==> src/rtl/hazard_pipe_ctrl_pkg.sv <==
// Shared definitions for the hazard/forwarding controller: forwarding select
// encodings and the default widths of the per-stage control-tracking record.
package hazard_pipe_ctrl_pkg;

  localparam int FWD_SEL_W = 2;

  localparam logic [FWD_SEL_W-1:0] FWD_RF  = 2'b00;
  localparam logic [FWD_SEL_W-1:0] FWD_MEM = 2'b01;
  localparam logic [FWD_SEL_W-1:0] FWD_WB  = 2'b10;
  localparam logic [FWD_SEL_W-1:0] FWD_EX  = 2'b11;

  localparam int DEF_REG_AW = 5;
  localparam int DEF_CTRL_W = 18;
  localparam int DEF_CNT_W  = 16;

endpackage

==> src/rtl/hazard_pipe_ctrl_fwd_select.sv <==
// Per-operand forwarding select: compares one ID source address against the
// EX/MEM/WB destinations and picks the youngest qualified producer.
module fwd_select
  import hazard_pipe_ctrl_pkg::*;
#(
  parameter int REG_AW = DEF_REG_AW
) (
  input  logic                 id_valid,
  input  logic                 uses,
  input  logic [REG_AW-1:0]    src,
  input  logic                 ex_src,
  input  logic                 mem_src,
  input  logic                 wb_src,
  input  logic [REG_AW-1:0]    ex_dest,
  input  logic [REG_AW-1:0]    mem_dest,
  input  logic [REG_AW-1:0]    wb_dest,
  output logic [FWD_SEL_W-1:0] sel,
  output logic                 ex_hit,
  output logic                 mem_hit
);

  logic live;
  logic wb_hit;

  // ex_src/mem_src/wb_src already exclude r0 and non-writing stages
  assign live    = id_valid & uses;
  assign ex_hit  = live & ex_src  & (ex_dest  == src);
  assign mem_hit = live & mem_src & (mem_dest == src);
  assign wb_hit  = live & wb_src  & (wb_dest  == src);

  always_comb begin
    sel = FWD_RF;
    if (ex_hit)       sel = FWD_EX;
    else if (mem_hit) sel = FWD_MEM;
    else if (wb_hit)  sel = FWD_WB;
  end

endmodule

==> src/rtl/hazard_pipe_ctrl.sv <==
// EX/MEM/WB control-tracking registers with operand forwarding, load-use
// stall generation (1- or 2-cycle load latency) and flush bubble insertion.
module hazard_pipe_ctrl
  import hazard_pipe_ctrl_pkg::*;
#(
  parameter int REG_AW  = DEF_REG_AW,
  parameter int CTRL_W  = DEF_CTRL_W,
  parameter int MEM_LAT = 1,
  parameter int CNT_W   = DEF_CNT_W
) (
  input  logic                 clk,
  input  logic                 reset,
  input  logic                 id_valid,
  input  logic [REG_AW-1:0]    id_rs,
  input  logic [REG_AW-1:0]    id_rt,
  input  logic                 id_uses_rs,
  input  logic                 id_uses_rt,
  input  logic [REG_AW-1:0]    id_dest,
  input  logic                 id_rf_enable,
  input  logic                 id_load,
  input  logic [CTRL_W-1:0]    id_ctrl,
  input  logic                 flush,
  output logic [FWD_SEL_W-1:0] pa_selector,
  output logic [FWD_SEL_W-1:0] pb_selector,
  output logic                 pc_enable,
  output logic                 load_enable,
  output logic                 nop_signal,
  output logic [CTRL_W-1:0]    ex_ctrl,
  output logic [CTRL_W-1:0]    mem_ctrl,
  output logic [CTRL_W-1:0]    wb_ctrl,
  output logic [REG_AW-1:0]    ex_dest,
  output logic [REG_AW-1:0]    mem_dest,
  output logic [REG_AW-1:0]    wb_dest,
  output logic                 wb_rf_enable,
  output logic [CNT_W-1:0]     stall_cycles
);

  localparam bit MEM_LOAD_STALL = (MEM_LAT == 2);

  function automatic logic [CNT_W-1:0] sat_inc(input logic [CNT_W-1:0] v);
    return (&v) ? v : v + {{(CNT_W-1){1'b0}}, 1'b1};
  endfunction

  logic ex_vld, ex_rf, ex_ld;
  logic mem_vld, mem_rf, mem_ld;
  logic wb_vld;
  logic ex_src, mem_src, wb_src;
  logic ex_hit_a, mem_hit_a, ex_hit_b, mem_hit_b;
  logic hazard, stall;

  assign ex_src  = ex_vld  & ex_rf        & (|ex_dest);
  assign mem_src = mem_vld & mem_rf       & (|mem_dest);
  assign wb_src  = wb_vld  & wb_rf_enable & (|wb_dest);

  fwd_select #(.REG_AW(REG_AW)) u_fwd_a (
    .id_valid (id_valid),
    .uses     (id_uses_rs),
    .src      (id_rs),
    .ex_src   (ex_src),
    .mem_src  (mem_src),
    .wb_src   (wb_src),
    .ex_dest  (ex_dest),
    .mem_dest (mem_dest),
    .wb_dest  (wb_dest),
    .sel      (pa_selector),
    .ex_hit   (ex_hit_a),
    .mem_hit  (mem_hit_a)
  );

  fwd_select #(.REG_AW(REG_AW)) u_fwd_b (
    .id_valid (id_valid),
    .uses     (id_uses_rt),
    .src      (id_rt),
    .ex_src   (ex_src),
    .mem_src  (mem_src),
    .wb_src   (wb_src),
    .ex_dest  (ex_dest),
    .mem_dest (mem_dest),
    .wb_dest  (wb_dest),
    .sel      (pb_selector),
    .ex_hit   (ex_hit_b),
    .mem_hit  (mem_hit_b)
  );

  // A load still in MEM only blocks the consumer when its data lands a cycle later
  assign hazard = (ex_ld & (ex_hit_a | ex_hit_b)) |
                  (MEM_LOAD_STALL & mem_ld & (mem_hit_a | mem_hit_b));
  assign stall  = hazard & id_valid & ~flush;

  assign pc_enable   = ~stall;
  assign load_enable = ~stall;
  assign nop_signal  = stall | flush;

  // ID -> EX -> MEM -> WB stage boundaries
  always_ff @(posedge clk) begin
    if (reset) begin
      ex_vld       <= 1'b0;
      ex_rf        <= 1'b0;
      ex_ld        <= 1'b0;
      ex_dest      <= '0;
      ex_ctrl      <= '0;
      mem_vld      <= 1'b0;
      mem_rf       <= 1'b0;
      mem_ld       <= 1'b0;
      mem_dest     <= '0;
      mem_ctrl     <= '0;
      wb_vld       <= 1'b0;
      wb_rf_enable <= 1'b0;
      wb_dest      <= '0;
      wb_ctrl      <= '0;
      stall_cycles <= '0;
    end else begin
      wb_vld       <= mem_vld;
      wb_rf_enable <= mem_rf;
      wb_dest      <= mem_dest;
      wb_ctrl      <= mem_ctrl;
      mem_vld      <= ex_vld;
      mem_rf       <= ex_rf;
      mem_ld       <= ex_ld;
      mem_dest     <= ex_dest;
      mem_ctrl     <= ex_ctrl;
      if (stall | flush) begin
        ex_vld  <= 1'b0;
        ex_rf   <= 1'b0;
        ex_ld   <= 1'b0;
        ex_dest <= '0;
        ex_ctrl <= '0;
      end else begin
        ex_vld  <= id_valid;
        ex_rf   <= id_rf_enable;
        ex_ld   <= id_load;
        ex_dest <= id_dest;
        ex_ctrl <= id_ctrl;
      end
      if (stall) stall_cycles <= sat_inc(stall_cycles);
    end
  end

endmodule

==> config.mk <==
export PLATFORM = sky130hd
export DESIGN_NAME = hazard_pipe_ctrl
export DESIGN_NICKNAME = d
export VERILOG_FILES = /design/src/rtl/hazard_pipe_ctrl_pkg.sv /design/src/rtl/hazard_pipe_ctrl_fwd_select.sv /design/src/rtl/hazard_pipe_ctrl.sv
export SDC_FILE = /design/constraint.sdc
export NUM_CORES = 1
export LEC_CHECK = 0
export BUFFER_PORTS_ARGS = -buffer_cell sky130_fd_sc_hd__buf_4
export CAP_MARGIN = 15
export CORE_MARGIN = 5
export CORE_UTILIZATION = 43
export CTS_CLUSTER_SIZE = 16
export DETAILED_ROUTE_END_ITERATION = 12
export PLACE_DENSITY = 0.86
export SKIP_LAST_GASP = 1
export SYNTH_ARGS = -nofsm -noshare
export SYNTH_HDL_FRONTEND = slang
export SYNTH_SLANG_ARGS = --single-unit
==> constraint.sdc <==
create_clock -name clk -period 2 [get_ports clk]
set_input_delay 0.4 -clock clk [delete_from_list [all_inputs] [get_ports clk]]
set_output_delay 0.4 -clock clk [all_outputs]
set_load 0.05 [all_outputs]
Yosys cells after proc, flatten, opt, wreduce, memory -nomap -nowiden
Index checks and enable logic that the tools add are counted.
- bits in registers: 92
- input bits: 41
- output and inout port bits: 93
- word-level logic and storage cells: 61
- add/subtract/negate cells: 1
- equality and inequality tests: 6
- multiplexer cells: 6
- bitwise logic cells: 28
- reductions and logical operators: 6
- operator list (kind ; number):
    5-bit equality test ; 6
    1-bit AND ; 23
    16-bit by 1-bit adder with 16-bit output (second input constant) ; 1
    16-bit AND reduction ; 1
    5-bit OR reduction ; 3
    2-bit 2-to-1 mux ; 6
    1-bit NOT ; 3
    1-bit bitwise OR ; 2
    2-bit AND reduction ; 1
    2-bit OR reduction ; 1

Longest topological paths before layout
Gate-level depths: netlist of run 1.
- depth after elaboration: 10
- gate-level depth with buffers: 8
- depth with buffers taken out: 7

Hierarchy
A second synthesis of run 1 with hierarchy kept.
- cells, all modules: 316
- area total of the unflattened synthesis: 3309.4 um2
- by module, submodules not included (module ; instances ; cells an instance ; area each (um2) ; sequential area each (um2)):
    hazard_pipe_ctrl ; 1 ; 266 ; 2924.1 ; 1841.8
    fwd_select ; 2 ; 25 ; 192.7 ; 0.0

Worst setup path before layout of run 1
No wires, ideal clock.
- path type: reg-to-output
- start: register ex_dest[4]
- end: output port pc_enable
- arrival: 2.656 ns
- data required time: 1.600 ns
- setup slack: -1.056 ns
- cell stages (with the launch flop): 8
- path buffers: 2
- path through: dfxtp_1 -> xor2_1 -> or4_4 -> nor3_4 -> or2_1 -> buf_2 -> nand3_1 -> buf_4
- cells in the longest elaborated chain, start to end: 9
- elaborated cells on any way between the ends: 13
- classes of those cells: eq/ne: 2; bitwise: 10; reduce/logical: 1
- RTL lines (element ; RTL line ; text):
    start, declared ; hazard_pipe_ctrl.sv:31 ; output logic [REG_AW-1:0] ex_dest,
    start signal, assigned ; hazard_pipe_ctrl.sv:132 ; ex_dest <= id_dest;
    5-bit OR reduction ; hazard_pipe_ctrl.sv:51 ; assign ex_src = ex_vld & ex_rf & (|ex_dest);
    1-bit AND ; hazard_pipe_ctrl.sv:51 ;
    1-bit AND (2 in series) ; hazard_pipe_ctrl_fwd_select.sv:27 ; assign ex_hit = live & ex_src & (ex_dest == src);
    1-bit bitwise OR (*) ; hazard_pipe_ctrl.sv:86 ; assign hazard = (ex_ld & (ex_hit_a | ex_hit_b)) |
    1-bit AND (*) ; hazard_pipe_ctrl.sv:86 ;
    1-bit AND (*) (2 in series) ; hazard_pipe_ctrl.sv:88 ; assign stall = hazard & id_valid & ~flush;
    1-bit NOT (*) ; - ;
    end, declared ; hazard_pipe_ctrl.sv:25 ; output logic pc_enable,
Every way passes the cells marked *; elsewhere a longest branch is shown, timed or not.

Worst setup path in the final report of run 1
- start: register ex_dest[2]
- end: output port nop_signal
- cells in the longest elaborated chain, start to end: 9
- elaborated cells on any way between the ends: 13
- classes of those cells: eq/ne: 2; bitwise: 10; reduce/logical: 1
- RTL lines (element ; RTL line ; text):
    5-bit OR reduction ; hazard_pipe_ctrl.sv:51 ;
    1-bit AND ; hazard_pipe_ctrl.sv:51 ;
    1-bit AND (2 in series) ; hazard_pipe_ctrl_fwd_select.sv:27 ;
    1-bit bitwise OR (*) ; hazard_pipe_ctrl.sv:86 ;
    1-bit AND (*) ; hazard_pipe_ctrl.sv:86 ;
    1-bit AND (*) (2 in series) ; hazard_pipe_ctrl.sv:88 ;
    1-bit bitwise OR (*) ; hazard_pipe_ctrl.sv:92 ; assign nop_signal = stall | flush;
    end, declared ; hazard_pipe_ctrl.sv:27 ; output logic nop_signal,
Marks and branches as above.

==> flow_metrics.env, run 1 <==
export IMPL_status="finished, violations left"
export IMPL_violations="negative setup slack"
export IMPL_routed_wl_mm=10.2
export IMPL_synth_top_area_share_pct=54.0
export IMPL_grt_max_degree=35
export IMPL_drive_gt1_share_pct=53.3
export IMPL_avgSynthCellArea_um2=10.2
export IMPL_arrival_ns=2.11
export IMPL_hold_path_class="input port to flop"
export IMPL_synth_area_leaders="dfxtp_1 54%, nor2b_1 9.5%, xor2_1 6.2%, and2_1 4.8%, xnor2_1 2.1%"
export IMPL_syn_num_nets=377
export IMPL_setup_viol=47
export IMPL_drtPass1Iterations=4
export IMPL_rr_worst_depth=11
export IMPL_r2r_start="ex_dest[2]$_SDFF_PP0_"
export IMPL_ys_seq_area_share_pct=54.0
export IMPL_path_cells="buf_6 -> buf_4 -> nor4_4 -> buf_4 -> a2111oi_4 -> a22oi_2 -> o21bai_4 -> buf_8"
export IMPL_wl_per_cell_um=16.0
export IMPL_tightest_slew_ns=0.421
export IMPL_die_y_um=99.0
export IMPL_die_area_um2=9810
export IMPL_cts_tree="built"
export IMPL_via_count=3128
export IMPL_antenna_cells=0
export IMPL_leakage_nw=2.53
export IMPL_grt_pass1_vias=3302
export IMPL_synth_cell_type_count=48
export IMPL_clkTransAtPathRegs_ns=0.11
export IMPL_report_final_slew_viol_count=0
export IMPL_dp_hpwl_mm=7.30
export IMPL_layout_common_cells="176 x buf_4, 69 x dfxtp_1, 52 x nor2b_1"
export IMPL_hold_depth=2
export IMPL_min_period_ns=2.51
export IMPL_start_kind="flop"
export IMPL_hp_start="id_ctrl[3]"
export IMPL_num_nets_final=572
export IMPL_ys_ff_latch=92
export IMPL_total_power_w=0.00374
export IMPL_cts_buffers_inserted=9
export IMPL_core_area_um2=7730
export IMPL_gp_congestion=0.903
export IMPL_cts_hold_fix_buffers=0
export IMPL_final_area_um2=5610
export IMPL_r2r_slack_ns=-0.29
export IMPL_viasPerCell=4.91
export IMPL_hold_viol=0
export IMPL_clockBufferDepth=2
export IMPL_rsz0062_at_grt="yes"
export IMPL_drtIter0Drc=91
export IMPL_synth_edff_count=0
export IMPL_die_w_um=99.0
export IMPL_crit_slowest_cell="dfxtp_4"
export IMPL_syn_area_um2=3410
export IMPL_ir_drop_mv=0.621
export IMPL_period_share_pct=125
export IMPL_area_delta_synth_final_pct=64.5
export IMPL_p_per_area_nw_per_um2=667
export IMPL_placed_area_um2=4910
export IMPL_yosysTopAreaCell="dfxtp_1"
export IMPL_fmax_mhz=399
export IMPL_max_slew_margin_rel_pct=71.9
export IMPL_portBuffers=133
export IMPL_h_tree_depth=3
export IMPL_grt_ovfl_total=0
export IMPL_start_util_pct=44.1
export IMPL_grt_antenna_before_repair=0
export IMPL_async_flop_share_pct=0
export IMPL_grt_pass1_wl_mm=15.7
export IMPL_grt_usage_pct=20.2
export IMPL_placementRows=32
export IMPL_setup_ws_ns=-0.509
export IMPL_drc=0
export IMPL_synth_top_flop_cell="dfxtp_1"
export IMPL_numClockSinks=92
export IMPL_min_to="ex_ctrl[3]$_SDFF_PP0_"
export IMPL_antenna_left=0
export IMPL_maxCapViolations=0
export IMPL_crit_top_cell="buf_4"
export IMPL_ys_warn_count=0
export IMPL_io_pins=134
export IMPL_crit_fanout=3
export IMPL_layout_commonest_cell="buf_4"
export IMPL_cpPeakStageDelay_ns=0.37
export IMPL_clk_latency_ns=0.35
export IMPL_rr_endpoint="ex_rf$_SDFF_PP0_"
export IMPL_path_class="flop to primary output"
export IMPL_worstPathRequired_ns=1.60
export IMPL_endpoint_kind="primary output"
export IMPL_skew_ns=0.0120
export IMPL_postSynthCellCount=335
export IMPL_root_buffer="clkbuf_8"
==> critical path, delay by kind of cell, from the launching register on <==
family | cells | cell delay [ns]
buf+inv | 4 | 0.60
compound gates | 3 | 0.45
flops | 1 | 0.37
simple gates | 1 | 0.35
==> timing repair <==
item / in CTS / in global routing
endpoints found under the setup margin: 47 / 49
setup buffers: 18 / 9
resized for setup: 43 / 25
cloned: 2 / 1
pin swaps: 23 / 23
==> layer usage <==
metal	wire length, µm	track usage (%)	part of all wire, %	vias up
li1	-	-	-	1523
met1	3870	21.2	38	1478
met2	5460	37.0	54	102
met3	616	6.51	6.0	25
met4	246	8.09	2.4	0
met5	0	0	0	-
==> kinds of logic after synthesis <==
group	Yosys count	share of synthesized area, %
AOI/OAI and AO/OA	34	6.20
adders and majority gates	1	0.367
xor gates and xnor gates	32	8.22
buffers and inverters	17	2.24
and+or+nand+nor	155	27.6
muxes	4	1.28
DFF	92	54.0
==> how the worst max path moves through the flow <==
stage / start / end / slack (ns) / cells past startpoint
2_1_floorplan: ex_dest[2]$_SDFF_PP0_ / pc_enable / -0.41 / 7
3_3_place_gp: id_rt[2] / stall_cycles[5]$_SDFFE_PP0P_ / -0.36 / 8
3_5_place_dp: id_rt[2] / stall_cycles[2]$_SDFFE_PP0P_ / -0.41 / 9
4_1_cts: ex_dest[2]$_SDFF_PP0_ / pb_selector[0] / -0.49 / 6
5_1_grt: ex_dest[2]$_SDFF_PP0_ / pc_enable / -0.61 / 8
6_report: ex_dest[2]$_SDFF_PP0_ / nop_signal / -0.51 / 8
==> layout make-up <==
type | count | area [µm²]
clock buffer | 9 | 124
sequential | 92 | 1890
clock inverter | 7 | 87.6
timing repair buffer | 194 | 1570
multi-input combinational | 228 | 1780
fill | 542 | 2120
inverter | 5 | 18.8
tap | 102 | 128
==> power by group <==
| part | switching [W] | internal [W] | total, W |
|---|---|---|---|
| registers | 0.0000268 | 0.00187 | 0.00189 |
| clock network | 0.000714 | 0.000615 | 0.00133 |
| logic | 0.000295 | 0.000224 | 0.000519 |
| total | 0.00104 | 0.00270 | 0.00374 |
==> metrics by stage <==
step	setup WS, ns	hold slack (ns)	instances	util [%]	setup TNS, ns
floorplan	-0.407	0.438	335	-	-4.64
global placement	-0.355	0.446	600	63.5	-12.07
detailed placement	-0.413	0.450	600	63.5	-15.57
CTS	-0.494	0.220	632	70.8	-7.13
global route	-0.611	0.206	637	72.5	-14.59
finish	-0.509	0.235	637	72.5	-10.43
==> synthesized netlist by cell type (2+ instances only) <==
cell type	count
dfxtp_1	92
nor3b_2	2
clkbuf_1	9
nor3_1	3
or4_1	2
nand4_1	8
nor4_1	7
o21ai_0	9
nand2_1	17
xnor2_1	8
a21oi_1	12
or3_1	7
nor2_1	10
and3_1	3
nor2b_1	52
xor2_1	24
and4_1	2
o211ai_1	2
mux2_2	3
and2_1	26
nand3_1	6
inv_1	5
==> flip-flops by register name (all words and copies together) (netlist names), 5 cells and up <==
signal / flops
ex_ctrl: 18
mem_ctrl: 18
wb_ctrl: 18
stall_cycles: 16
ex_dest: 5
mem_dest: 5
wb_dest: 5
(Power assumes the default switching activity.)
==> run 2: changes to the inputs <==
- SETUP_SLACK_MARGIN: not set -> 0.4
==> run 2 against run 1 <==
Compared with the run above:
- the flow still finishes with violations (negative setup slack)
- routed wire length down 0.84%
- register-to-register slack worse by 0.07 ns
- power grew 0.18%
- clock skew shrank 0.0031 ns
- critical path depth fell by 2
- non-clock buffer count decreased by 13
- cell count is 2.2% lower
- first-iteration DRC count up 19%
- largest cell class unchanged
==> flow_metrics.env, run 2 (synthesis gave the netlist of run 1 again) <==
export IMPL_status="finished, violations left"
export IMPL_violations="negative setup slack"
export IMPL_report_final_slew_viol_count=0
export IMPL_skew_ns=0.00892
export IMPL_hold_viol=0
export IMPL_portBuffers=133
export IMPL_drc=0
export IMPL_wl_per_cell_um=16.2
export IMPL_min_period_ns=2.49
export IMPL_grt_usage_pct=19.6
export IMPL_clockBufferDepth=2
export IMPL_layout_common_cells="163 x buf_4, 65 x dfxtp_1, 52 x nor2b_1"
export IMPL_fmax_mhz=401
export IMPL_antenna_cells=0
export IMPL_grt_pass1_vias=3173
export IMPL_hold_path_class="input port to flop"
export IMPL_num_nets_final=558
export IMPL_dp_hpwl_mm=7.12
export IMPL_root_buffer="clkbuf_8"
export IMPL_die_w_um=99.0
export IMPL_placed_area_um2=4880
export IMPL_endpoint_kind="primary output"
export IMPL_path_class="flop to primary output"
export IMPL_crit_start="ex_dest[2]$_SDFF_PP0_"
export IMPL_crit_slowest_cell="or4_4"
export IMPL_via_count=3096
export IMPL_viasPerCell=4.97
export IMPL_gp_congestion=0.884
export IMPL_layout_commonest_cell="buf_4"
export IMPL_drtPass1Iterations=7
export IMPL_drive_gt1_share_pct=51.6
export IMPL_r2r_slack_ns=-0.36
export IMPL_arrival_ns=2.09
export IMPL_rr_worst_depth=10
export IMPL_dp_slack_ns=-0.341
export IMPL_clk_latency_ns=0.34
export IMPL_critPathCapture="load_enable"
export IMPL_period_share_pct=125
export IMPL_reg_largest_list="ex_ctrl: 18 flops, mem_ctrl: 18 flops, wb_ctrl: 18 flops"
export IMPL_cts_hold_fix_buffers=0
export IMPL_ir_drop_mv=0.793
export IMPL_routed_wl_mm=10.1
export IMPL_fillers=571
export IMPL_grt_max_degree=33
export IMPL_antenna_left=0
export IMPL_placementRows=32
export IMPL_start_util_pct=44.1
export IMPL_grt_pass1_wl_mm=15.5
export IMPL_p_per_area_nw_per_um2=686
export IMPL_drtIter0Drc=108
export IMPL_area_delta_synth_final_pct=60.3
export IMPL_core_area_um2=7730
export IMPL_die_y_um=99.0
export IMPL_rr_endpoint="stall_cycles[2]$_SDFFE_PP0P_"
export IMPL_setup_viol=37
export IMPL_start_kind="flop"
export IMPL_clkTransAtPathRegs_ns=0.09
export IMPL_max_slew_margin_rel_pct=67.1
export IMPL_cts_tree="built"
export IMPL_path_cells="xor2_2 -> or4_4 -> nor3_4 -> or2_4 -> nand3_4 -> buf_6"
export IMPL_io_pins=134
export IMPL_r2r_start="ex_dest[2]$_SDFF_PP0_"
export IMPL_maxCapViolations=0
export IMPL_h_tree_depth=3
export IMPL_crit_fanout=4
export IMPL_cts_buffers_inserted=9
export IMPL_die_area_um2=9810
export IMPL_worstPathRequired_ns=1.60
export IMPL_rsz0062_at_grt="yes"
export IMPL_cpPeakStageDelay_ns=0.56
export IMPL_grt_antenna_before_repair=0
export IMPL_tightest_slew_ns=0.494
export IMPL_setup_ws_ns=-0.494
export IMPL_leakage_nw=2.44
export IMPL_numClockSinks=92
export IMPL_finalSetupTns_ns=-7.23
export IMPL_final_area_um2=5460
export IMPL_grt_ovfl_total=0
run 2: stage by stage:
step	utilization, %	instances	hold WS, ns	total power, W
final	70.7	623	0.254	0.00375
after CTS	68.3	616	0.235	0.00375
after global placement	63.2	594	0.447	0.00237
after global routing	70.7	623	0.235	0.00390
after floorplan	-	335	0.438	0.00218
after detailed placement	63.2	594	0.450	0.00238
run 2: what timing repair did:
action,4_1_cts,5_1_grt
buffers inserted,4,6
gates resized for setup,26,25
gates cloned,2,1
setup endpoints to repair,49,49
pin swaps,9,16
run 2: where the power goes:
part	switching, W	internal (W)
sequential	0.0000282	0.00186
clock	0.000628	0.000727
combinational	0.000287	0.000213
run 2: final cells by class:
class                      instances  area [µm²]  share of cell area (%)
clock inverter                     4        52.6                   0.962
inverter                           5        18.8                   0.343
tap                              102         128                    2.34
timing repair buffer             181        1460                    26.8
clock buffer                      12         176                    3.23
multi-input combinational        227        1730                    31.6
sequential                        92        1900                    34.8
run 2: worst min-delay path by stage:
stage,slack [ns],startpoint,cells after the start,endpoint
floorplan,0.44,mem_rf$_SDFF_PP0_,1,wb_rf_enable$_SDFF_PP0_
global placement,0.45,mem_ctrl[13]$_SDFF_PP0_,1,wb_ctrl[13]$_SDFF_PP0_
detailed placement,0.45,mem_ctrl[4]$_SDFF_PP0_,1,wb_ctrl[4]$_SDFF_PP0_
CTS,0.23,id_ctrl[4],2,ex_ctrl[4]$_SDFF_PP0_
global route,0.23,id_ctrl[11],2,ex_ctrl[11]$_SDFF_PP0_
finish,0.25,id_ctrl[4],2,ex_ctrl[4]$_SDFF_PP0_
run 2: critical path: cells and delay by family, from the launching register on:
kind / cells / cell delay (ns)
buffers and inverters: 1 / 0.19
DFF: 1 / 0.38
xor gates and xnor gates: 1 / 0.15
and+or+nand+nor: 4 / 1.04
run 2: metal layers:
layer	vias up	GRT usage [%]	share of wire, %
li1	1502	-	-
met3	22	6.09	6.3
met4	0	7.35	2.3
met1	1466	21.2	38
met2	106	35.6	54
met5	-	0	0
